`src/rtl/serial_frame_rx.sv`:
```
// serial_frame_rx
// Receive end of the shift-register serial link. Rebuilds parallel words from
// a serial bit stream framed as: start(1), WIDTH data bits LSB first,
// optional even-parity bit, stop(0). The idle line is low.
// The frame FSM state, bit counter, parity-error flag and shift register are
// held in three copies. They are majority-voted and rewritten every cycle, so
// a single upset is scrubbed within one clock. Completed words go to a
// first-word-fall-through FIFO with a valid/ready output.
//
// Ports:
//   clk          in   rising-edge clock
//   rst          in   synchronous active-high reset
//   serial_in    in   serial line bit
//   serial_valid in   serial_in is sampled only when 1
//   data_out     out  FIFO head word (0 while empty)
//   data_valid   out  FIFO not empty
//   data_ready   in   consumer accepts data_out when data_valid & data_ready
//   parity_err   out  one-cycle pulse, frame dropped on parity mismatch
//   frame_err    out  one-cycle pulse, frame dropped on bad stop bit
//   overrun      out  one-cycle pulse, good frame dropped because FIFO full
//   tmr_mismatch out  one-cycle pulse, a redundant copy disagreed with vote
//   busy         out  voted FSM state is not IDLE
module serial_frame_rx #(
    parameter int WIDTH      = 4,
    parameter int FIFO_DEPTH = 2,
    parameter int PARITY_EN  = 1
) (
    input  logic             clk,
    input  logic             rst,
    input  logic             serial_in,
    input  logic             serial_valid,
    output logic [WIDTH-1:0] data_out,
    output logic             data_valid,
    input  logic             data_ready,
    output logic             parity_err,
    output logic             frame_err,
    output logic             overrun,
    output logic             tmr_mismatch,
    output logic             busy
);

    localparam int CW = $clog2(WIDTH);
    // Redundant word layout: {shreg, perr, bit_cnt, state}
    localparam int TW = 2 + CW + 1 + WIDTH;
    localparam int PW = $clog2(FIFO_DEPTH);

    typedef enum logic [1:0] {
        S_IDLE   = 2'd0,
        S_DATA   = 2'd1,
        S_PARITY = 2'd2,
        S_STOP   = 2'd3
    } state_e;

    // Even parity: any odd number of ones across data and parity bit is an error
    function automatic logic parity_mismatch(input logic [WIDTH-1:0] d, input logic p);
        return ^{d, p};
    endfunction

    // Bitwise 2-of-3 majority
    function automatic logic [TW-1:0] vote3(input logic [TW-1:0] a,
                                            input logic [TW-1:0] b,
                                            input logic [TW-1:0] c);
        return (a & b) | (a & c) | (b & c);
    endfunction

    logic [TW-1:0]    copy_a_q, copy_b_q, copy_c_q;
    logic [TW-1:0]    vote_s, tmr_d;
    state_e           state_v_s, state_d;
    logic [CW-1:0]    cnt_v_s, cnt_d;
    logic             perr_v_s, perr_d;
    logic [WIDTH-1:0] sh_v_s, sh_d;
    logic             push_s, pop_s, full_s;
    logic             perr_ev_s, ferr_ev_s, ovr_ev_s;

    logic [WIDTH-1:0] mem_q [FIFO_DEPTH];
    logic [PW-1:0]    wr_ptr_q, rd_ptr_q;
    logic [PW:0]      count_q;

    assign vote_s    = vote3(copy_a_q, copy_b_q, copy_c_q);
    assign state_v_s = state_e'(vote_s[1:0]);
    assign cnt_v_s   = vote_s[2 +: CW];
    assign perr_v_s  = vote_s[2 + CW];
    assign sh_v_s    = vote_s[TW-1 -: WIDTH];

    assign data_valid = (count_q != '0);
    assign full_s     = (count_q == (PW+1)'(FIFO_DEPTH));
    assign pop_s      = data_valid & data_ready;
    assign data_out   = data_valid ? mem_q[rd_ptr_q] : '0;
    assign busy       = (state_v_s != S_IDLE);

    // Frame FSM next state, computed from the voted copy
    always_comb begin
        state_d   = state_v_s;
        cnt_d     = cnt_v_s;
        perr_d    = perr_v_s;
        sh_d      = sh_v_s;
        push_s    = 1'b0;
        perr_ev_s = 1'b0;
        ferr_ev_s = 1'b0;
        ovr_ev_s  = 1'b0;
        if (serial_valid) begin
            case (state_v_s)
                S_IDLE: begin
                    if (serial_in) begin
                        state_d = S_DATA;
                        cnt_d   = '0;
                        perr_d  = 1'b0;
                    end else begin
                        state_d = S_IDLE;
                    end
                end
                S_DATA: begin
                    sh_d = {serial_in, sh_v_s[WIDTH-1:1]};
                    if (cnt_v_s == CW'(WIDTH - 1)) begin
                        cnt_d   = '0;
                        state_d = (PARITY_EN != 0) ? S_PARITY : S_STOP;
                    end else begin
                        cnt_d = cnt_v_s + 1'b1;
                    end
                end
                S_PARITY: begin
                    perr_d  = parity_mismatch(sh_v_s, serial_in);
                    state_d = S_STOP;
                end
                S_STOP: begin
                    // A high stop bit is a framing error, never a new start
                    state_d = S_IDLE;
                    if (serial_in) begin
                        ferr_ev_s = 1'b1;
                    end else if (perr_v_s) begin
                        perr_ev_s = 1'b1;
                    end else if (full_s && !pop_s) begin
                        ovr_ev_s = 1'b1;
                    end else begin
                        push_s = 1'b1;
                    end
                end
                default: begin
                    state_d = S_IDLE;
                end
            endcase
        end else begin
            state_d = state_v_s;
        end
        tmr_d = {sh_d, perr_d, cnt_d, state_d};
    end

    // Redundant FSM registers (rewritten with the voted next value) and event flags
    always_ff @(posedge clk) begin
        if (rst) begin
            copy_a_q     <= '0;
            copy_b_q     <= '0;
            copy_c_q     <= '0;
            parity_err   <= 1'b0;
            frame_err    <= 1'b0;
            overrun      <= 1'b0;
            tmr_mismatch <= 1'b0;
        end else begin
            copy_a_q     <= tmr_d;
            copy_b_q     <= tmr_d;
            copy_c_q     <= tmr_d;
            parity_err   <= perr_ev_s;
            frame_err    <= ferr_ev_s;
            overrun      <= ovr_ev_s;
            tmr_mismatch <= |((copy_a_q ^ vote_s) | (copy_b_q ^ vote_s) | (copy_c_q ^ vote_s));
        end
    end

    // Output FIFO storage and pointers
    always_ff @(posedge clk) begin
        if (rst) begin
            for (int i = 0; i < FIFO_DEPTH; i++) begin
                mem_q[i] <= '0;
            end
            wr_ptr_q <= '0;
            rd_ptr_q <= '0;
            count_q  <= '0;
        end else begin
            if (push_s) begin
                mem_q[wr_ptr_q] <= sh_v_s;
                wr_ptr_q        <= wr_ptr_q + 1'b1;
            end else begin
                wr_ptr_q <= wr_ptr_q;
            end
            if (pop_s) begin
                rd_ptr_q <= rd_ptr_q + 1'b1;
            end else begin
                rd_ptr_q <= rd_ptr_q;
            end
            if (push_s && !pop_s) begin
                count_q <= count_q + 1'b1;
            end else if (!push_s && pop_s) begin
                count_q <= count_q - 1'b1;
            end else begin
                count_q <= count_q;
            end
        end
    end

endmodule

```
`config.mk`:
```
export PLATFORM = sky130hd
export DESIGN_NAME = serial_frame_rx
export DESIGN_NICKNAME = d
export VERILOG_FILES = /design/src/rtl/serial_frame_rx.sv
export SDC_FILE = /design/constraint.sdc
export NUM_CORES = 1
export LEC_CHECK = 0
export ABC_AREA = 1
export CORE_AREA = 2 2 66 68
export CTS_CLUSTER_DIAMETER = 50
export DETAILED_ROUTE_END_ITERATION = 8
export DIE_AREA = 0 0 68 70
export PLACE_DENSITY = 0.49
export SETUP_SLACK_MARGIN = 0.4
export SKIP_CTS_REPAIR_TIMING = 1
export SYNTH_ARGS = -nofsm -noshare
export SYNTH_HDL_FRONTEND = slang
export SYNTH_SLANG_ARGS = --single-unit
```
`constraint.sdc`:
```
create_clock -name clk -period 2.4 [get_ports clk]
set_clock_uncertainty 0.05 [all_clocks]
set_input_delay 0.24 -clock clk [delete_from_list [all_inputs] [get_ports clk]]
set_output_delay 0.24 -clock clk [all_outputs]
set_load 0.05 [all_outputs]
```
==> results of run 1 <==
## Yosys cell counts
cell type  number  area, sq um
inv_1          20        75.07
nor2_4          2        22.52
ha_1            2        25.02
nor2_1         15        56.30
a211oi_1        3        22.52
dfxtp_1        17        340.3
buf_2           1        5.000
nor2_2          1        6.260
nand4_1         1        6.260
xnor2_1         1        8.760
edfxtp_1        8        240.2
xor2_1          1        8.760
nand3_2         2        20.02
a21boi_0        1        7.510
nor4_1          1        6.260
conb_1          1        3.750
nand2_2         3        18.77
nand3_1         9        45.04
buf_4           1        7.510
nand2_1        22        82.58
nor3_1          1        5.000
o21ai_0        10        50.05
a21oi_1        18        90.09
## final timing paths
kind | startpoint | end | slack, ns | cells after the start
hold reg to reg | rd_ptr_q | rd_ptr_q | 0.42 | 1
setup / recovery | serial_valid | count_q[1] | 0.56 | 10
hold / removal | rd_ptr_q | rd_ptr_q | 0.42 | 1
setup reg to reg | copy_c_q[0] | count_q[1] | 0.60 | 9
## cells by family after synthesis
family                   share of synthesized area
other                                     0.003251
AO/OA/AOI/OAI                               0.1475
AND/OR/NAND/NOR                             0.2332
flip-flops                                  0.5033
buffers and inverters                      0.07592
XOR/XNOR                                   0.01519
adder cells (fa/ha/maj)                    0.02169
## per-stage QoR
stage | setup WS (ns) | instances | utilization | area (sq um) | total power, W
2_1_floorplan | 0.7707 | 141 | - | 1154 | 0.0005847
3_3_place_gp | 0.3360 | 204 | 0.3225 | 1336 | 0.0006264
3_5_place_dp | 0.2946 | 204 | 0.3225 | 1336 | 0.0006296
4_1_cts | 0.3485 | 208 | 0.3336 | 1383 | 0.0008714
5_1_grt | 0.4577 | 208 | 0.3373 | 1398 | 0.0009041
6_report | 0.5614 | 208 | 0.3373 | 1398 | 0.0008615
## metal layers
layer  GRT usage  vias to the layer above  routed length, microns
met3     0.02093                        2                      73
met5           0                        -                       0
met1      0.1296                      419                    1033
met4     0.03333                        0                      12
met2      0.1629                       16                    1032
li1            -                      492                       -
## critical path, cell delays in order
cell             delay, ns
clkdlybuf4s50_1       0.53
nand2_2               0.11
nor2_4                0.13
nand2_2               0.07
nor2_4                0.15
ha_1                  0.26
a21oi_1               0.11
o21ai_0               0.11
o21ai_0               0.17
a21oi_1               0.05
## flip-flops by register name, indices dropped and copies added, names as in the netlist, named ones only
register,cells
copy_c_q,9
parity_err,1
wr_ptr_q,1
count_q,2
rd_ptr_q,1
mem_q,8
frame_err,1
overrun,1
## power breakdown
group | internal [W] | switching, W | total (W)
Combinational | 0.0000466 | 0.000100 | 0.000147
Clock | 0.000116 | 0.000128 | 0.000244
Sequential | 0.000455 | 0.0000159 | 0.000471
## final cells by class
| cell class | count | area (sq um) | share of cell area |
|---|---|---|---|
| sequential | 25 | 580.6 | 0.4154 |
| multi-input combinational | 94 | 485.5 | 0.3474 |
| timing repair buffer | 13 | 145.1 | 0.1038 |
| inverter | 20 | 75.07 | 0.05372 |
| tap | 52 | 65.06 | 0.04655 |
| clock buffer | 3 | 41.29 | 0.02954 |
| clock inverter | 1 | 5.005 | 0.003581 |
==> reports/results.ini, run 1 <==
[setup_path]
cp.required_ns=2.51
worst_ep_arrival_time_ns=1.95
endpoint_kind=flop
critPathMaxFanout=4
start_kind=primary input
worst-setup-path-type=in -> reg

[cts]
clk_latency_ns=0.26
clk_pin_slew_ns=0.09
cts-buffers-inserted=3
cts_tree=done
cts-root-buf=clkbuf_8
cts_max_level=1
clock-sinks=25
clock_path_buffers=2

[final_layout]
final_common_cell=nand2_1
num_antenna_cells=0
nets=164
fillers=446
area_growth_pct=21.15
final_layout_size_suffix_gt1_frac=0.07692
final_cell_mix=nand2_1 (22), inv_1 (20), a21oi_1 (18), dfxtp_1 (17), nor2_1 (15)

[timing]
holdWs_ns=0.4194
rsz0062_at_grt=no
tightest_slew_ns=0.5037
hold_viol=0
maxSlewHeadroom=0.6637
drv_slew=0
final.setup.tns_ns=0
fin_crit_sh=0.7661
min_period_ns=1.839
max_freq_mhz=543.9
setup_viol=0

[floorplanning]
num_rows=24
die_area_sq_mm=0.004760
start_util=0.2784
die_w_microns=68
die_height_microns=70
coreArea_sq_mm=0.004144
io_pins=15

[power_and_ir_drop]
power.leakage_nw=0.6221
peakVddDrop_mv=0.2108
power_density_mw_per_mm2=616.4

[global_routing]
grt_max_degree=15
gr-total-overflow=0
grt.total_usage=0.1001
grt_pass1_vias=851
grt_pass1_wl_microns=3677
antenna_found_initial=0

[synth]
yosysWarnings=0
synth_cells=141
syn_area_sq_mm=0.001154
yosysSeqAreaShare=0.5033
ys_ff_latch=25
syn_area_per_cell_sq_um=8.182
synth_fp_nets=148
ys_types=23

[routing]
drt_iter0_drc=23
drt_wl_total_microns=2152
drtPass1Iterations=4
drc=0
vias_per_cell=4.466
via_count=929
drtAntennaViolNets=0
wire_per_inst_microns=10.35

[placement]
dp_hpwl_microns=1633
portBuffers=13
finalWeightedCongestion=0.7573

[hold_path]
min_path_type=reg -> reg

[outcome]
outcome=finished clean

[run]
max_cap_violations=0

Power figures use the tool's default switching activity.
==> run 2: changes to the inputs <==
==> constraint.sdc (replaced) <==
create_clock -name clk -period 1.9 [get_ports clk]
set_clock_uncertainty 0.05 [all_clocks]
set_input_delay 0.19 -clock clk [delete_from_list [all_inputs] [get_ports clk]]
set_output_delay 0.19 -clock clk [all_outputs]
set_load 0.05 [all_outputs]
==> run 2 against run 1 <==
  * Flip-flop and latch count unchanged
  * Count of clock-buffer cells in the layout unchanged
  * Register-to-register slack got worse by 0.17 ns
==> reports/results.ini, run 2 (same netlist as run 1, synthesis figures left out) <==
[setup_path]
cp.required_ns=1.66
reg2reg_from=copy_c_q[0]
worst_ep_arrival_time_ns=1.30
setup.worst_path.start=copy_c_q[0]
worst-setup-path-type=reg -> out
critPathMaxFanout=4
endpoint_kind=output port
start_kind=flop

[timing]
tightest_slew_ns=0.5011
min_period_ns=1.544
fin_crit_sh=0.8128
final.setup.tns_ns=0
setup_viol=0
hold_viol=0
max_freq_mhz=647.5
drv_slew=0
maxSlewHeadroom=0.6654
rsz0062_at_grt=yes

[final_layout]
final_common_cell=nand2_1
finalNonFillerCells=223
largestRegisters=copy_c_q: 9 flops, mem_q: 8 flops, count_q: 2 flops
num_antenna_cells=0
final_layout_size_suffix_gt1_frac=0.2515
regMostFlops=copy_c_q
nets=179
final_cell_mix=nand2_1 (20), buf_4 (19), inv_1 (18), a21oi_1 (17), nor2_1 (14)
largest_register_ffs=9
fillers=433
area_growth_pct=35.14

[routing]
drc=0
drtPass1Iterations=4
wire_per_inst_microns=10.61
drtAntennaViolNets=0
drt_wl_total_microns=2365
vias_per_cell=4.457
via_count=994
drt_iter0_drc=35

[cts]
cts_tree=done
clock_path_buffers=2
cts-root-buf=clkbuf_8
clock-sinks=25
cts-buffers-inserted=3
clk_pin_slew_ns=0.09
cts_max_level=1
clk_latency_ns=0.27

[placement]
dp.cells=214
dp_hpwl_microns=1784
portBuffers=13
finalWeightedCongestion=0.8363

[floorplanning]
num_rows=24
die_area_sq_mm=0.004760
start_util=0.2784
coreArea_sq_mm=0.004144
die_height_microns=70
io_pins=15
die_w_microns=68

[global_routing]
grt_max_degree=16
grt_pass1_vias=925
gr-total-overflow=0
grt_pass1_wl_microns=3781
grt.total_usage=0.1027
antenna_found_initial=0

[power_and_ir_drop]
power.leakage_nw=0.7051
peakVddDrop_mv=0.4392
internal_power_w=0.0008043
netSwitchingPower_w=0.0003365
p_clk_frac=0.285
power_density_mw_per_mm2=731.7
seq_power_share=0.523
switching_share=0.2950
combPwrFrac=0.192

[outcome]
outcome=finished clean

[hold_path]
min_path_type=in -> reg
hp-start=serial_valid

[run]
max_cap_violations=0

## run 2: through the flow
stage	utilization	cell area (sq um)	hold slack [ns]	setup slack, ns	power [W]
detailed placement	0.3406	1411	0.3959	0.03792	0.0008131
CTS	0.3524	1460	0.4107	0.03445	0.001138
global route	0.3762	1559	0.2190	0.2750	0.001194
finish	0.3762	1559	0.2245	0.3556	0.001141
global placement	0.3406	1411	0.3907	0.06163	0.0008073
floorplan	-	1164	0.2091	0.4126	0.0007402
## run 2: final cells by class
cell class / instances / area, sq um / area share
multi-input cells: 94 / 531.8 / 0.3411
repair buffers: 28 / 247.7 / 0.1589
clock inverters: 1 / 7.507 / 0.004815
inverters: 20 / 77.57 / 0.04976
clock buffers: 3 / 41.29 / 0.02648
flip-flops and latches: 25 / 588.1 / 0.3772
well taps: 52 / 65.06 / 0.04173
## run 2: path summary, 6_finish.rpt
path	depth (start not counted)	slack, ns	end
min	3	0.22	frame_err
max	4	0.36	busy
max reg2reg	9	0.43	count_q[1]
min reg2reg	1	0.41	rd_ptr_q
## run 2: routing by layer
metal	share of wire	global-route usage	vias up	routed length, microns
met3	0.042	0.02899	5	100
met1	0.44	0.1258	452	1050
li1	-	-	521	-
met2	0.50	0.1769	16	1189
met4	0.011	0.02000	0	25
met5	0	0	-	0
## run 2: critical path: stages, from the launching register on
cell	delay, ns
dfxtp_4	0.38
buf_4	0.12
inv_1	0.06
nand2_1	0.06
dlymetal6s2s_1	0.41
## run 2: power groups by stage
| stage | Clock, W | Combinational, W | Sequential [W] |
|---|---|---|---|
| after floorplan | 0 | 0.000137 | 0.000603 |
| after global placement | 0 | 0.000200 | 0.000607 |
| after detailed placement | 0 | 0.000205 | 0.000608 |
| after CTS | 0.000337 | 0.000206 | 0.000596 |
| after global routing | 0.000355 | 0.000239 | 0.000600 |
| final | 0.000325 | 0.000219 | 0.000597 |
==> run 3: changes to the inputs <==
--- a/config.mk
+++ b/config.mk
@@ -10,7 +10,7 @@
 export CTS_CLUSTER_DIAMETER = 50
 export DETAILED_ROUTE_END_ITERATION = 8
 export DIE_AREA = 0 0 68 70
-export PLACE_DENSITY = 0.49
+export PLACE_DENSITY = 0.51
 export SETUP_SLACK_MARGIN = 0.4
 export SKIP_CTS_REPAIR_TIMING = 1
 export SYNTH_ARGS = -nofsm -noshare
==> constraint.sdc (replaced) <==
create_clock -name clk -period 1.4 [get_ports clk]
set_clock_uncertainty 0.05 [all_clocks]
set_input_delay 0.14 -clock clk [delete_from_list [all_inputs] [get_ports clk]]
set_output_delay 0.14 -clock clk [all_outputs]
set_load 0.05 [all_outputs]
==> run 3 against run 2 <==
  * The flow now finishes with violations (negative setup slack)
  * Setup slack got worse by 0.47 ns
  * Global-route usage is 1.6 points higher
  * Combinational power increased by 120%
  * Count of clock-buffer cells in the layout did not move
  * Power rose by 51%
  * Sequential power grew 37%
  * Routed wire length rose by 19%
  * Die area is the same
  * Largest cell class is now multi-input gates
  * Largest power group unchanged
  * Highest routed layer unchanged
==> reports/results.ini, run 3 (same netlist as run 1, synthesis figures left out) <==
[power_and_ir_drop]
p_clk_frac=0.245
switching_share=0.3033
power.leakage_nw=0.7717
internal_power_w=0.001204
netSwitchingPower_w=0.0005241
power_density_mw_per_mm2=852.1
combPwrFrac=0.282
peakVddDrop_mv=0.4588
seq_power_share=0.473

[floorplanning]
io_pins=15
start_util=0.2784
die_height_microns=70
num_rows=24
die_w_microns=68
coreArea_sq_mm=0.004144
die_area_sq_mm=0.004760

[timing]
hold_viol=0
fin_crit_sh=1.080
rsz0062_at_grt=yes
drv_slew=0
setup_slack_ns=-0.1116
setup_viol=1
min_period_ns=1.512
final.setup.tns_ns=-0.1116
max_freq_mhz=661.6

[routing]
drtAntennaViolNets=0
drc=0
wire_per_inst_microns=11.77
drt_wl_total_microns=2824
drtPass1Iterations=3
via_count=1095
vias_per_cell=4.563
drt_iter0_drc=39

[placement]
finalWeightedCongestion=0.7578
portBuffers=13
dp.cells=224
placed_area_sq_mm=0.001593
dp_hpwl_microns=1921

[cts]
clock-sinks=25
cts_max_level=1
clk_latency_ns=0.26
cts-root-buf=clkbuf_8
cts-buffers-inserted=3
cts_tree=done
clk_pin_slew_ns=0.08
clock_path_buffers=2

[setup_path]
endpoint_kind=flop
start_kind=flop
critPathMaxFanout=3
cp.required_ns=1.50
worst-setup-path-type=reg -> reg
worst_ep_arrival_time_ns=1.61

[final_layout]
final_cell_area_sq_mm=0.002028
regMostFlops=copy_c_q
nets=196
fillers=394
area_growth_pct=75.81
final_cell_mix=buf_4 (26), inv_1 (13), nand2_1 (13), nor2_1 (9)
largest_register_ffs=9
num_antenna_cells=0
final_layout_size_suffix_gt1_frac=0.5691
largestRegisters=copy_c_q: 9 flops, mem_q: 8 flops, count_q: 2 flops
finalNonFillerCells=240
final_common_cell=buf_4

[outcome]
violations=negative setup slack
outcome=finished with violations

[global_routing]
gr-total-overflow=0
grt_max_degree=15
grt.total_usage=0.1187
grt_pass1_wl_microns=4478
antenna_found_initial=0
grt_pass1_vias=1086

[run]
max_cap_violations=0

[hold_path]
min_path_type=in -> reg

run 3: per-stage QoR:
stage,utilization,hold WS (ns),setup WS [ns],total power [W]
after global routing,0.4894,0.2947,-0.1949,0.001811
after CTS,0.3955,0.4095,-0.1207,0.001587
after global placement,0.3844,0.3889,-0.3509,0.001159
final,0.4894,0.2871,-0.1116,0.001728
after floorplan,-,0.1591,-0.06018,0.001018
after detailed placement,0.3844,0.3950,-0.3963,0.001168
run 3: final cells by class:
| cell class | instances | area (sq um) | share of cell area |
|---|---|---|---|
| Clock inverter | 1 | 5.005 | 0.002468 |
| Clock buffer | 3 | 41.29 | 0.02036 |
| Tap cell | 52 | 65.06 | 0.03208 |
| Timing Repair Buffer | 45 | 494.2 | 0.2437 |
| Multi-Input combinational cell | 94 | 725.7 | 0.3578 |
| Inverter | 20 | 92.59 | 0.04565 |
| Sequential cell | 25 | 604.3 | 0.2980 |
run 3: final timing paths:
check        slack, ns  cells past startpoint    startpoint          end
max              -0.11                      9   copy_c_q[1]   count_q[1]
max reg2reg      -0.11                      9   copy_c_q[1]   count_q[1]
min               0.29                      4  serial_valid  copy_c_q[1]
min reg2reg       0.41                      1      rd_ptr_q         flop
run 3: power groups by stage:
stage | Combinational (W) | Sequential [W] | Clock [W]
2_1_floorplan | 0.000198 | 0.000820 | 0
3_3_place_gp | 0.000335 | 0.000823 | 0
3_5_place_dp | 0.000344 | 0.000824 | 0
4_1_cts | 0.000346 | 0.000807 | 0.000434
5_1_grt | 0.000523 | 0.000824 | 0.000464
6_report | 0.000488 | 0.000818 | 0.000423
run 3: worst max-delay path, stage by stage (launching register included):
cell     delay [ns]
dfxtp_2        0.34
inv_2          0.05
nor2_4         0.11
nand2_2        0.07
nor2_4         0.14
ha_4           0.23
a21oi_4        0.11
o21ai_2        0.07
o21ai_1        0.15
a21oi_1        0.07
run 3: metal layers:
metal	routed length [microns]	global-route usage	part of all wire	up-vias
li1	-	-	-	559
met1	1131	0.1440	0.40	520
met2	1598	0.2157	0.57	14
met3	70	0.01610	0.025	2
met4	23	0.02667	0.0081	0
met5	0	0	0	-
